### config.mk
export PLATFORM = sky130hd
export DESIGN_NAME = regbank_writeback_ctrl
export DESIGN_NICKNAME = d
export VERILOG_FILES = /design/src/rtl/regbank_writeback_ctrl.sv
export SDC_FILE = /design/constraint.sdc
export NUM_CORES = 1
export LEC_CHECK = 0
export ABC_AREA = 1
export CORE_MARGIN = 5
export CORE_UTILIZATION = 30
export DETAILED_ROUTE_END_ITERATION = 7
export SYNTH_ARGS = -nofsm -noshare
export SYNTH_HDL_FRONTEND = slang
export SYNTH_SLANG_ARGS = --single-unit
### constraint.sdc
create_clock -name clk -period 1.5 [get_ports clk]
set_clock_uncertainty 0.15 [all_clocks]
set_input_delay 0.225 -clock clk [delete_from_list [all_inputs] [get_ports clk]]
set_output_delay 0.225 -clock clk [all_outputs]
set_load 0.1 [all_outputs]
### src/rtl/regbank_writeback_ctrl.sv
// Write-side arbiter for the ARM register bank: merges ALU and load/store results onto two GPR
// ports, the PC port and the CSPR port. Optional forwarding port under `WBCTRL_BYPASS_EN.
module regbank_writeback_ctrl #(
    parameter int unsigned N          = 32,
    parameter int unsigned STARVE_MAX = 4
) (
    input  logic         clk,
    input  logic         rst_n,

    input  logic         alu_valid,
    output logic         alu_ready,
    input  logic [3:0]   alu_rd,
    input  logic [N-1:0] alu_data,
    input  logic         alu_wb,
    input  logic         alu_flags_we,
    input  logic [3:0]   alu_flags,

    input  logic         ld_valid,
    output logic         ld_ready,
    input  logic [3:0]   ld_rd,
    input  logic [N-1:0] ld_data,
    input  logic         ld_base_we,
    input  logic [3:0]   ld_base_rd,
    input  logic [N-1:0] ld_base_data,

    input  logic [N-1:0] cspr,

    output logic [3:0]   write_address,
    output logic [N-1:0] write_data,
    output logic         write_enable,
    output logic [3:0]   write_address2,
    output logic [N-1:0] write_data2,
    output logic         write_enable2,
    output logic [N-1:0] pc_update,
    output logic         pc_write,
    output logic [N-1:0] cspr_update,
    output logic         cspr_write,
`ifdef WBCTRL_BYPASS_EN
    input  logic [3:0]   byp_addr,
    output logic         byp_hit,
    output logic [N-1:0] byp_data,
`endif
    output logic         flush
);

    localparam int unsigned CW    = $clog2(STARVE_MAX + 1);
    localparam logic [3:0]  PcReg = 4'd15;

    logic [CW-1:0] starve_q, starve_d;
    logic [3:0]    wa1_q, wa1_d, wa2_q, wa2_d;
    logic [N-1:0]  wd1_q, wd1_d, wd2_q, wd2_d;
    logic          we1_q, we1_d, we2_q, we2_d;
    logic [N-1:0]  pc_q, pc_d, cspr_q, cspr_d;
    logic          pcw_q, pcw_d, csprw_q, csprw_d, flush_q, flush_d;

    logic ld_p1, ld_p2, ld_pc, alu_gpr, alu_pc, same_reg, both_ok, starved;
    logic ld_acc, alu_acc, alu_use_p2;

    // Upper CSPR bits are always replaced by the ALU flags.
    logic unused_cspr;
    assign unused_cspr = ^cspr[N-1:N-4];

    always_comb begin
        ld_p1    = (ld_rd != PcReg);
        ld_p2    = ld_base_we && (ld_base_rd != PcReg);
        ld_pc    = (ld_rd == PcReg) || (ld_base_we && (ld_base_rd == PcReg));
        alu_gpr  = alu_wb && (alu_rd != PcReg);
        alu_pc   = alu_wb && (alu_rd == PcReg);
        same_reg = alu_wb && ((alu_rd == ld_rd) || (ld_base_we && (alu_rd == ld_base_rd)));
        both_ok  = !(alu_gpr && ld_p1 && ld_p2) && !(alu_pc && ld_pc) && !same_reg;
        starved  = (starve_q == CW'(STARVE_MAX));

        if (starved) begin
            alu_acc = alu_valid;
            ld_acc  = ld_valid && (!alu_valid || both_ok);
        end else begin
            ld_acc  = ld_valid;
            alu_acc = alu_valid && (!ld_valid || both_ok);
        end
        alu_ready = alu_acc;
        ld_ready  = ld_acc;

        starve_d = starve_q;
        if (alu_acc) begin
            starve_d = '0;
        end else if (alu_valid && !starved) begin
            starve_d = starve_q + 1'b1;
        end
    end

    always_comb begin
        wa1_d   = '0;
        wd1_d   = '0;
        we1_d   = 1'b0;
        wa2_d   = '0;
        wd2_d   = '0;
        we2_d   = 1'b0;
        pc_d    = '0;
        pcw_d   = 1'b0;
        cspr_d  = '0;
        csprw_d = 1'b0;

        if (ld_acc) begin
            if (ld_p1) begin
                we1_d = 1'b1;
                wa1_d = ld_rd;
                wd1_d = ld_data;
            end
            if (ld_p2) begin
                we2_d = 1'b1;
                wa2_d = ld_base_rd;
                wd2_d = ld_base_data;
            end
            // Load data beats the base update when both target the PC.
            if (ld_rd == PcReg) begin
                pcw_d = 1'b1;
                pc_d  = ld_data;
            end else if (ld_base_we && (ld_base_rd == PcReg)) begin
                pcw_d = 1'b1;
                pc_d  = ld_base_data;
            end
        end

        alu_use_p2 = ld_acc && !ld_p2;
        if (alu_acc) begin
            if (alu_gpr) begin
                if (alu_use_p2) begin
                    we2_d = 1'b1;
                    wa2_d = alu_rd;
                    wd2_d = alu_data;
                end else begin
                    we1_d = 1'b1;
                    wa1_d = alu_rd;
                    wd1_d = alu_data;
                end
            end
            if (alu_pc) begin
                pcw_d = 1'b1;
                pc_d  = alu_data;
            end
            if (alu_flags_we) begin
                csprw_d = 1'b1;
                cspr_d  = {alu_flags, cspr[N-5:0]};
            end
        end
        flush_d = pcw_d;
    end

    always_ff @(posedge clk or negedge rst_n) begin
        if (!rst_n) begin
            starve_q <= '0;
            wa1_q    <= '0;
            wd1_q    <= '0;
            we1_q    <= 1'b0;
            wa2_q    <= '0;
            wd2_q    <= '0;
            we2_q    <= 1'b0;
            pc_q     <= '0;
            pcw_q    <= 1'b0;
            cspr_q   <= '0;
            csprw_q  <= 1'b0;
            flush_q  <= 1'b0;
        end else begin
            starve_q <= starve_d;
            wa1_q    <= wa1_d;
            wd1_q    <= wd1_d;
            we1_q    <= we1_d;
            wa2_q    <= wa2_d;
            wd2_q    <= wd2_d;
            we2_q    <= we2_d;
            pc_q     <= pc_d;
            pcw_q    <= pcw_d;
            cspr_q   <= cspr_d;
            csprw_q  <= csprw_d;
            flush_q  <= flush_d;
        end
    end

    assign write_address  = wa1_q;
    assign write_data     = wd1_q;
    assign write_enable   = we1_q;
    assign write_address2 = wa2_q;
    assign write_data2    = wd2_q;
    assign write_enable2  = we2_q;
    assign pc_update      = pc_q;
    assign pc_write       = pcw_q;
    assign cspr_update    = cspr_q;
    assign cspr_write     = csprw_q;
    assign flush          = flush_q;

`ifdef WBCTRL_BYPASS_EN
    always_comb begin
        byp_hit  = 1'b0;
        byp_data = '0;
        if (we2_q && (wa2_q == byp_addr)) begin
            byp_hit  = 1'b1;
            byp_data = wd2_q;
        end else if (we1_q && (wa1_q == byp_addr)) begin
            byp_hit  = 1'b1;
            byp_data = wd1_q;
        end
    end
`endif

endmodule

==> key figures <==
Outcome
  – Status: finished, violations left
  – Failing checks: negative setup slack

Logic synthesis
  – Post-synthesis xor/xnor area fraction: 0.4191%
  – Post-synthesis sequential area ratio: 57.07%
  – Synth warnings: 0
  – Commonest cells in the netlist: nand2_1 (274), dfrtp_1 (143), nor2_1 (42)
  – Dominant cell by count in the synthesized netlist: nand2_1
  – Post-synth EDFFs: 0
  – Avg Cell Area, Syn: 9.676 µm²
  – Post-Synth Adder-Cell Area: 0.3991%
  – Mux contribution to synthesized area: 5.109%
  – Yosys reg bits: 143
  – Synth unique cells: 28
  – Synth Area in Simple Gates: 26.18%
  – Top cells by area, synth: dfrtp_1 (57%), nand2_1 (16%), mux2i_1 (5.1%), o21ai_2 (4.2%), nor2_1 (2.5%)
  – Yosys top cell by area: dfrtp_1
  – Ys flop type: dfrtp_1
  – Asr flop ratio synth: 100.0%
  – Synth Cell Area: 6270 µm²
  – Yosys top cell area share: 57.07%
  – Post-Syn Nets: 801
  – Main combinational cell family by area after synthesis: simple AND/OR/NAND/NOR gates
  – Synthesized instance count: 648
  – Compound-Gate Fraction of Synth Area: 4.829%

Floorplan
  – # IOs: 294
  – Core area: 20,430 µm²
  – Row cnt: 52
  – Die span in y: 154.6 µm
  – Initial Util: 30.69%
  – Die area: 23,890 µm²
  – Die W: 154.6 µm

Hold path
  – Hold EP: write_address2[0]$_DFF_PN0_
  – Hold Path Class: input pin to flop
  – Hold depth: 3
  – Hold_sp: ld_base_rd[0]

Setup path
  – End of the worst register-to-register path: write_data2[21]$_DFF_PN0_
  – Maximum net fanout on the critical path: 2
  – WP data arrival: 1.77 ns
  – Crit-path max cell delay: 0.40 ns
  – Worst path most repeated cell: nand2_4
  – Critical Path End Type: primary output
  – Setup CP Type: flop to primary output
  – R2R Setup Slk: -0.61 ns
  – CP Buf/Inv Count: 4
  – Critical-path cell list: inv_2 > ha_4 > nand2_4 > and2_4 > nand2_4 > nand2_8 > buf_8 > clkinvlp_4 > buf_12
  – Reg-to-reg startpoint: starve_q[1]$_DFFE_PN0P_
  – Worst reg2reg path depth: 14
  – CP startpoint kind: flop
  – Worst EP required: 1.12 ns
  – CP max-delay cell: dfrtp_1
  – Cell family with most CP delay: buffers and inverters

CTS
  – Clock Pin Slew Worst Setup and Hold Paths: 0.06 ns
  – H-tree level count: 4
  – CTS tree: done
  – Clk_lat worst skew: 0.41 ns
  – Worst-case clock buffer depth: 2
  – CTS Buf Count: 17
  – Cell chosen for the clock root: clkbuf_16
  – Sink Count: 143

Power and ir drop
  – Pleak: 6.357 nW
  – Final Power: 0.01250 W
  – Pwr dens: 937.9 nW/µm²
  – Max VDD drop: 0.0007831 V

STA
  – Relative slew slack: 65.47%
  – Pins over their slew limit: 0
  – Fmax achieved: 465.6 MHz
  – Final Hold Viols: 0
  – Final setup vio count: 145
  – Tmin final: 2.148 ns
  – Final Cycle Share: 143.2%
  – RSZ-0062 raised after global routing: true
  – Worst-Margin Slew: 0.5180 ns
  – Final worst setup slack: -0.6477 ns

Detailed routing
  – Drt total wl: 26,310 µm
  – DR DRC count: 0
  – DR WL/cell: 20.05 µm
  – Number of routed nets with antenna violations: 0
  – Initial DRC Count: 227
  – Average vias per placed instance: 4.568
  – Routed vias: 5,993
  – Iteration count of the initial detailed-routing pass: 4

Placed design
  – PortBufs: 289
  – Routability cong.: 0.8045
  – Detailed placer's ending HPWL: 17,050 µm
  – Setup WS pre-CTS: -1.237 ns

Finish
  – Post-layout nets: 1,183
  – Share of layout cells above drive strength 1: 43.67%
  – Inserted Diodes: 0
  – Area delta synth->final: 112.5%
  – Final Core Density: 65.23%

Job
  – Max-cap viol count: 0

Global route
  – Initial antenna violation count: 0
  – GRT overflow: 0
  – Largest net degree at the start of global routing: 34
  – All-Layer GR Usage: 22.01%
  – Vias in the first global route: 6,501
  – First-pass GRT wire length: 39,560 µm
==> worst reg2reg max path, delay by kind of cell (launching register included) <==
kind	cells	cell delay [ns]
buf+inv	6	0.74
simple gates	7	0.56
flops	1	0.40
fa+ha+maj	1	0.14
==> worst max-delay path by stage <==
stage	startpoint	endpoint	slack (ns)	cells after the start
5_1_grt	starve_q[1]$_DFFE_PN0P_	alu_ready	-0.71	9
6_report	starve_q[1]$_DFFE_PN0P_	alu_ready	-0.65	9
3_3_place_gp	alu_rd[3]	pc_update[21]$_DFF_PN0_	-1.18	13
2_1_floorplan	ld_base_rd[2]	cspr_write$_DFF_PN0_	-0.34	13
4_1_cts	starve_q[0]$_DFFE_PN0P_	alu_ready	-0.64	9
3_5_place_dp	alu_rd[1]	pc_update[17]$_DFF_PN0_	-1.24	13
==> cell type report <==
cell class | instances | area (µm²)
inverter | 24 | 117.6
timing repair inverter | 3 | 26.28
timing repair buffer | 392 | 5779
clock buffer | 18 | 429.2
sequential | 143 | 3580
multi-input combinational | 449 | 2914
clock inverter | 13 | 141.4
tap | 270 | 337.8
fill | 1535 | 7104
==> state kept, by name, indices dropped and copies added (netlist names) <==
signal	count
cspr_update	32
cspr_write	1
flush	1
pc_update	32
starve_q	3
write_address	4
write_address2	4
write_data	32
write_data2	32
write_enable	1
write_enable2	1
==> cells by family after synthesis <==
| kind of cell | count (synthesis) |
|---|---|
| buffers and inverters | 58 |
| adder cells (fa/ha/maj) | 2 |
| multiplexers | 32 |
| flip-flops | 143 |
| XOR/XNOR | 3 |
| AND/OR/NAND/NOR | 372 |
| AO/OA/AOI/OAI | 38 |
==> what timing repair did <==
action | in CTS | in global routing
pin swaps | 16 | 17
endpoints found under the setup margin | 145 | 145
setup buffers | 44 | 12
resized for setup | 157 | 63
hold buffers | 1 | 0
hold endpoints to repair | 143 | 0
cloned | 18 | 1
==> per-layer routing <==
| layer | part of all wire [%] | routed length (µm) | global-route usage, % | vias up |
|---|---|---|---|---|
| met3 | 7.3 | 1915 | 6.398 | 36 |
| met4 | 1.7 | 455 | 6.518 | 0 |
| li1 | - | - | - | 2812 |
| met5 | 0 | 0 | 0 | - |
| met1 | 39 | 10290 | 26.34 | 2912 |
| met2 | 52 | 13650 | 38.44 | 233 |
==> where the power goes <==
group / switching, W / leakage (nW) / internal, W
clock: 0.00172 / 0.278 / 0.00245
combinational: 0.00244 / 4.18 / 0.00166
sequential: 0.000171 / 1.90 / 0.00406
==> cell usage in the layout, fill, tap and decap left out, types with 4 or more instances in the layout <==
cell type / Yosys / routed
buf_4: 9 / 40
nor2_4: 1 / 35
inv_1: 21 / 16
inv_6: 0 / 4
buf_12: 3 / 175
clkdlybuf4s15_2: 0 / 8
clkdlybuf4s50_1: 0 / 131
nand3_1: 30 / 5
nand2_4: 6 / 8
nand2_2: 0 / 26
nand3_2: 10 / 34
nand2_1: 274 / 243
buf_8: 2 / 9
buf_16: 0 / 8
o21ai_2: 30 / 34
clkinv_2: 0 / 4
buf_6: 5 / 14
mux2i_1: 32 / 32
inv_2: 1 / 5
nor2_1: 42 / 5
nor2_2: 2 / 7
clkbuf_16: 0 / 17
dfrtp_1: 143 / 142
==> per-stage QoR <==
| stage | cell area [µm²] | cells | hold slack [ns] | setup TNS (ns) |
|---|---|---|---|---|
| after floorplan | 6501 | 648 | -0.2206 | -10.31 |
| after global placement | 11370 | 1218 | -0.01424 | -148.26 |
| after detailed placement | 11370 | 1218 | -0.01748 | -151.83 |
| after CTS | 13250 | 1312 | 0.01117 | -64.61 |
| after global routing | 13330 | 1312 | 0.02713 | -76.57 |
| final | 13330 | 1312 | 0.02721 | -67.26 |
No activity file was read; power rests on OpenSTA's default activity.
